[src/rtl/alu_pkg.sv]
// Shared definitions for the ALU and the operand-fetch stage feeding it:
// datapath widths, opcode encodings and the operand-fetch pipeline register layout.
package alu_pkg;

  localparam int DATA_W = 8;
  localparam int NREGS  = 8;
  localparam int ADDR_W = $clog2(NREGS);
  localparam int OP_W   = 3;

  typedef logic [OP_W-1:0]   opcode_t;
  typedef logic [ADDR_W-1:0] reg_addr_t;
  typedef logic [DATA_W-1:0] data_t;

  localparam opcode_t OP_AND = 3'b000;
  localparam opcode_t OP_ADD = 3'b001;
  localparam opcode_t OP_SLL = 3'b010;
  localparam opcode_t OP_SRL = 3'b011;
  localparam opcode_t OP_SUB = 3'b100;
  localparam opcode_t OP_SLT = 3'b101;
  localparam opcode_t OP_ABS = 3'b110;
  localparam opcode_t OP_SEQ = 3'b111;

  // Source addresses are kept alongside the operands so a held instruction
  // can pick up a write-back that lands while it is stalled.
  typedef struct packed {
    logic      valid;
    opcode_t   opcode;
    reg_addr_t rs_addr;
    reg_addr_t rt_addr;
    reg_addr_t rd_addr;
    data_t     rs;
    data_t     rt;
  } of_pipe_t;

  // True when this cycle's write-back targets addr; r0 is never a target.
  function automatic logic wb_hits(input logic en, input reg_addr_t wb_addr,
                                   input reg_addr_t addr);
    return en && (wb_addr == addr) && (addr != '0);
  endfunction

endpackage

[src/rtl/reg_file_2r1w.sv]
// Two-read, one-write register file with r0 hardwired to zero and
// same-cycle write-to-read bypass on both read ports.
module reg_file_2r1w
  import alu_pkg::*;
(
  input  logic      clk_i,
  input  logic      rst_i,
  input  reg_addr_t ra_addr_i,
  output data_t     ra_data_o,
  input  reg_addr_t rb_addr_i,
  output data_t     rb_data_o,
  input  logic      we_i,
  input  reg_addr_t waddr_i,
  input  data_t     wdata_i
);

  data_t regs [NREGS];

  always_ff @(posedge clk_i) begin
    if (rst_i) begin
      for (int i = 0; i < NREGS; i++) regs[i] <= '0;
    end else if (we_i && (waddr_i != '0)) begin
      regs[waddr_i] <= wdata_i;
    end
  end

  always_comb begin
    ra_data_o = '0;
    rb_data_o = '0;
    if (wb_hits(we_i, waddr_i, ra_addr_i))  ra_data_o = wdata_i;
    else if (ra_addr_i != '0)               ra_data_o = regs[ra_addr_i];
    if (wb_hits(we_i, waddr_i, rb_addr_i))  rb_data_o = wdata_i;
    else if (rb_addr_i != '0)               rb_data_o = regs[rb_addr_i];
  end

endmodule

[src/rtl/operand_fetch.sv]
// Operand-fetch stage: reads rs/rt from the register file (with write-back
// bypass) and registers {opcode, rs, rt, rd} for the ALU, with stall and flush.
module operand_fetch
  import alu_pkg::*;
(
  input  logic      clk_i,
  input  logic      rst_i,
  input  logic      valid_i,
  input  opcode_t   opcode_i,
  input  reg_addr_t rs_addr_i,
  input  reg_addr_t rt_addr_i,
  input  reg_addr_t rd_addr_i,
  input  logic      stall_i,
  input  logic      flush_i,
  input  logic      wb_en_i,
  input  reg_addr_t wb_addr_i,
  input  data_t     wb_data_i,
  output logic      ready_o,
  output logic      valid_o,
  output opcode_t   opcode_o,
  output data_t     rs_o,
  output data_t     rt_o,
  output reg_addr_t rd_addr_o
);

  data_t    rs_rd, rt_rd;
  of_pipe_t pipe_q, pipe_d;

  reg_file_2r1w u_rf (
    .clk_i     (clk_i),
    .rst_i     (rst_i),
    .ra_addr_i (rs_addr_i),
    .ra_data_o (rs_rd),
    .rb_addr_i (rt_addr_i),
    .rb_data_o (rt_rd),
    .we_i      (wb_en_i),
    .waddr_i   (wb_addr_i),
    .wdata_i   (wb_data_i)
  );

  // Handshake: an instruction transfers on a rising edge when valid_i && ready_o;
  // ready_o depends only on stall_i, never on valid_i, so there is no combinational loop.
  assign ready_o = ~stall_i;

  // Priority: flush > stall > load (reset is applied in the register below).
  always_comb begin
    pipe_d = pipe_q;
    if (flush_i) begin
      pipe_d = '0;
    end else if (stall_i) begin
      if (pipe_q.valid) begin
        if (wb_hits(wb_en_i, wb_addr_i, pipe_q.rs_addr)) pipe_d.rs = wb_data_i;
        if (wb_hits(wb_en_i, wb_addr_i, pipe_q.rt_addr)) pipe_d.rt = wb_data_i;
      end
    end else begin
      pipe_d.valid   = valid_i;
      pipe_d.opcode  = opcode_i;
      pipe_d.rs_addr = rs_addr_i;
      pipe_d.rt_addr = rt_addr_i;
      pipe_d.rd_addr = rd_addr_i;
      pipe_d.rs      = rs_rd;
      pipe_d.rt      = rt_rd;
    end
  end

  always_ff @(posedge clk_i) begin
    if (rst_i) pipe_q <= '0;
    else       pipe_q <= pipe_d;
  end

  assign valid_o   = pipe_q.valid;
  assign opcode_o  = pipe_q.opcode;
  assign rs_o      = pipe_q.rs;
  assign rt_o      = pipe_q.rt;
  assign rd_addr_o = pipe_q.rd_addr;

endmodule
[config.mk]
export PLATFORM = sky130hd
export DESIGN_NAME = operand_fetch
export DESIGN_NICKNAME = d
export VERILOG_FILES = /design/src/rtl/alu_pkg.sv /design/src/rtl/reg_file_2r1w.sv /design/src/rtl/operand_fetch.sv
export SDC_FILE = /design/constraint.sdc
export NUM_CORES = 1
export LEC_CHECK = 0
export BUFFER_PORTS_ARGS = -buffer_cell sky130_fd_sc_hd__clkbuf_2
export CAP_MARGIN = 0
export CORE_MARGIN = 4
export CORE_UTILIZATION = 39
export DETAILED_ROUTE_END_ITERATION = 16
export PLACE_DENSITY = 0.55
export RECOVER_POWER = 50
export SYNTH_ARGS = -nofsm -noshare
export SYNTH_HDL_FRONTEND = slang
export SYNTH_SLANG_ARGS = --single-unit
export TNS_END_PERCENT = 50
[constraint.sdc]
create_clock -name clk_i -period 2.6 [get_ports clk_i]
set_input_delay 0.39 -clock clk_i [delete_from_list [all_inputs] [get_ports clk_i]]
set_output_delay 0.39 -clock clk_i [all_outputs]
set_load 0.03 [all_outputs]
Word-level counts from Yosys, hierarchy flattened. Memories as Yosys holds them, arrays and structs flattened. Index checks and enable logic that the tools add are counted.

Flip-flop bits (word level): 29. RAM bits: 64. Input port bits: 29. Logic and storage cells: 50. Memories kept: 1.

Memory list: u_rf.regs (depth 8, width 8, rd ports 2, clocked after memory_dff 0, write ports 8, RTL line reg_file_2r1w.sv:17) `data_t regs [NREGS];`.

Eq/ne operators: 7. Multiplexer cells: 16. Bitwise operators: 1. Reduce and logical (&&, ||, !) cells: 18.

Operator list (number): 8-bit two-way mux (7); 16-bit two-way mux (2); 3-bit nonzero test (5); 3-bit == test (4); 1-bit logical AND (9); 8-bit OR reduction (1); 1-bit two-way mux (6); 2-bit by 1-bit inequality test with 1-bit output, second input constant (3); 2-bit AND reduction (2); 3-bit two-way mux (1); 2-bit OR reduction (1); 1-bit inverter (1).

Logic depth before layout (Yosys ltp).
Depth after elaboration: 7. Mapped depth: 6. Gate-level depth less buffers: 5.

Cells and area by module. Synthesis repeated with hierarchy kept, for this count alone.

Cell total of the unflattened synthesis: 400. Area, all modules: 5217.5 µm².

By module, submodules not included: reg_file_2r1w (instances 1, cells an instance 236, area each 3653.5 µm²); operand_fetch (instances 1, cells an instance 164, area each 1564.0 µm²).

Worst setup path after synthesis. No wires, ideal clock.

Kind: input port to flip-flop. From: in wb_addr_i[0]. To: mem u_rf.regs[4][0] (netlist name), enable pin. Library setup time: 375 ps. Arrival: 1548 ps. Required time: 2225 ps. Path slack: 677 ps. Stages: 5. Path buffers: 3. Cells stage by stage: buf_4 nand2b_1 clkbuf_1 clkbuf_1 o21bai_1.

RTL lines: start, declared (RTL line operand_fetch.sv:16) `input reg_addr_t wb_addr_i,`; end, declared (RTL line reg_file_2r1w.sv:17).

==> run summary <==
- 2040 ps — clock period minus worst slack
- input pin — sort of element at the start of the critical path
- 8.032 ps — worst clock skew on the final layout
- 8901 µm — hpwl dp
- 51.56% — register area share after synthesis
- clkbuf_16 — CTS root buf
- 1080 ps — worst-case register-to-register setup slack
- 569 — placed instance count
- 12 — worst-path maximum fanout
- 0.01211 mm² — area inside the core boundary
- 0% — Async S/R FF share, synth
- 40 — number of placement rows
- 50.0% — share of power burned in registers
- 64 — number of synthesized flops with an enable pin
- 0.8388 mW — Psw
- 441 — total number of nets in the final design
- 24.46% — fraction of power spent switching nets
- 2100 ps — WP data arrival
- 630.3 mW/mm² — Pwr per Cell Area
- register — element type at the critical path end
- buffers and inverters — CP delay by family, top
- 60 ps — clock input transition at the sequential cells of the worst setup and hold paths
- 78.44% — fraction of the cycle the final worst path needs
- 0.002502 mm² — footprint of the flip-flops and latches
- clkbuf_1 — cell with the biggest individual delay on the critical path
- 0.4903 GHz — highest attainable clock frequency
- 9 — total CTS buffers
- 0 — DR DRC count
- 1,135 — number of fill cells in the layout
- 93 — clock sink count
- 1.984 nW — leakage power summed over all cells
- 0.005202 mm² — placed standard-cell area
- clkbuf_1, clkbuf_1, nor4b_1, buf_4, or2_2 — ordered list of cells on the worst path
- 19 — pin count of the biggest net entering global routing
- 119.6 µm — DIE WIDTH
- 119.6 µm — height of the chip
- edfxtp_1 — flip-flop cell with the highest count after synthesis
- 5.485 — via density per instance
- clkbuf_1 — crit-path most repeated cell
- 368 — Synth Instances
- 309 — first-iteration detailed-routing DRC count
- 3 — level count of the clock H-tree
- 3,368 — number of global-route vias before repair
- 0 — max-slew violations
- in2reg — Hold/Removal Path Class
- in2reg — category of the critical setup timing path
- 0.3315 mV — worst ir drop on vdd
- 2660 ps — WP data required
- 0.004853 mm² — post-synthesis instance area
- 0 — final setup vio count
- 585 — final std cells w/o fill
- 0 — post-detailed-route count of antenna-violating nets
- 2.590 mW — Internal Pwr Total
- 52 — PortBufs
- yes — CTS tree
- 21.37 µm — Routed wire per std cell
- 5 — cell depth of the worst flop-to-flop path
- 93 — flip-flop and latch count after synthesis
- edfxtp_1 — cell type contributing the most total cell area after synthesis
- 0 — global route overflow
- 18.46% — GRT Overall Usage
- 0 — ANT cells
- 836.5 ps — actual transition at the worst max-transition pin
- 0 — number of max-cap violations
- finished clean — run status
- 44.14% — worst slew margin relative to its limit
- edfxtp_1 40%, mux4_2 13%, dfxtp_1 12% — Synth area leaders
- 39.60% — area share of the largest cell type after synthesis
- 340 ps — latest clock arrival within the worst-skew pair
- rs_o[4] — Worst R2R End
- 13.19 µm² — average cell area after synthesis
- 4 — Initial DRT Pass Iterations
- 3 — number of buffer and inverter instances along the worst setup path
- 23.98% — layout cells sized above 1
- 0.005440 mm² — Layout Cell Area excl Fill
- 53 — I/O pin cnt
- 0.01429 mm² — die area
- 12.09% — area growth from synthesis to layout
- 0.002032 mm² — area of the multi-input gates
- 0 — antenna violations before repair
- 0 — post-CTS setup buffers
- 38 — synth unique cells
- 0 — Final Hold Violating Endpoints
- false — unrepaired setup endpoints after global routing
- 0.8088 — Placer Congestion
- opcode_o[2] — Hold Crit Endpoint
- opcode_i[2] — hold path startpoint
- pipe_q[22] — startpoint of the most critical register-to-register path
- 510 ps — highest cell delay on the worst timing path
- 12,500 µm — Detailed Route WL
- 0 — synthesis warning total
- 3 — count of cells along the worst hold path
- 0 ps — Sum Neg Setup Slack
- 19,820 µm — wire length of the first global-routing pass
- 0 — CTS Hold Bufs
- 12.6% — proportion of power drawn by combinational gates
- 0 — post-cts resize count
- 3,209 — via count
- 44.92% — Finished Core Util
- 37.4% — fraction of power consumed by the clock network
- 2 — maximum clock path buffer count
- 40.07% — Starting Density
==> per-layer routing <==
metal	global-route usage (%)	vias up	wire (µm)
met2	30.72	106	6303
met1	23.21	1634	5226
met4	6.084	0	257
met5	0	-	0
li1	-	1452	-
met3	5.325	17	716
==> stage by stage <==
step | worst slack (ps) | power [mW] | hold slack (ps)
3_5_place_dp | 500.6 | 2.188 | 458.3
2_1_floorplan | 677.0 | 2.052 | 433.8
5_1_grt | 462.9 | 3.572 | 278.7
3_3_place_gp | 522.6 | 2.179 | 453.2
4_1_cts | 867.8 | 3.459 | 269.3
6_report | 560.5 | 3.429 | 279.7
==> cell type report <==
class	count	area share, %
clock inverter	5	0.9660
inverter	9	0.6210
timing repair buffer	73	6.923
sequential	93	46.00
tap	168	3.864
multi-input combinational	226	37.35
clock buffer	11	4.278
==> state kept, by name, indices dropped and copies added (netlist names) <==
| name | cells |
|---|---|
| rt_o | 8 |
| rs_o | 8 |
| rd_addr_o | 3 |
| u_rf.regs | 64 |
| opcode_o | 3 |
| valid_o | 1 |
| pipe_q | 6 |
==> power by group through the flow <==
stage                     Combinational, mW  Sequential, mW  Clock (mW)
after floorplan                       0.327            1.72           0
after global placement                0.435            1.74           0
after detailed placement              0.440            1.75           0
after CTS                             0.441            1.72        1.30
after global routing                  0.467            1.72        1.38
final                                 0.433            1.71        1.28
==> worst max-delay path by stage <==
stage	startpoint	endpoint	slack [ps]	cells after the start
after floorplan	wb_addr_i[0]	u_rf.regs[4][0]	680	5
after global placement	rs_addr_i[0]	rs_o[6]	520	4
after detailed placement	rs_addr_i[0]	rs_o[4]	500	4
after CTS	rs_addr_i[0]	rs_o[4]	870	4
after global routing	rst_i	u_rf.regs[2][2]	460	5
final	rst_i	u_rf.regs[2][2]	560	5
==> cells in the mapped netlist (3+ instances only) <==
library cell,n
nor3_1,34
and2_1,25
or2_2,3
clkbuf_1,6
xor2_1,4
dfxtp_1,29
edfxtp_1,64
buf_1,4
o21bai_1,6
nand2_1,23
mux4_2,29
buf_4,28
nor2_1,16
inv_1,9
o221ai_1,16
mux2i_1,29
buf_2,7
mux4_1,3
==> cells in the final DEF (no fill, tap or decap), types with 3 or more instances in the layout <==
| cell type | synthesis | final |
|---|---|---|
| or2_2 | 3 | 3 |
| inv_1 | 9 | 9 |
| nand2_1 | 23 | 23 |
| o21bai_1 | 6 | 6 |
| mux4_2 | 29 | 29 |
| o221ai_1 | 16 | 16 |
| nor3_1 | 34 | 34 |
| buf_4 | 28 | 17 |
| and2_1 | 25 | 16 |
| mux4_1 | 3 | 3 |
| conb_1 | 1 | 8 |
| xor2_1 | 4 | 4 |
| and2_0 | 0 | 9 |
| clkbuf_16 | 0 | 9 |
| edfxtp_1 | 64 | 64 |
| nor2_1 | 16 | 16 |
| mux2i_1 | 29 | 29 |
| clkbuf_1 | 6 | 27 |
| dfxtp_1 | 29 | 29 |
| clkbuf_2 | 0 | 31 |
==> worst register-to-register path, cell delays in order, from the launching register on <==
cell      delay [ps]
dfxtp_1          340
xor2_1           170
nor3_1           350
nand3_1          160
o31a_4           190
o221ai_1         220
==> cells by family after synthesis <==
family | after synthesis | share of synthesized area, %
XOR/XNOR | 8 | 1.753
flip-flops | 93 | 51.56
buffers and inverters | 56 | 6.986
AO/OA/AOI/OAI | 34 | 6.342
multiplexers | 61 | 21.06
other | 1 | 0.07727
AND/OR/NAND/NOR | 115 | 12.22
(Power assumes the default switching activity.)
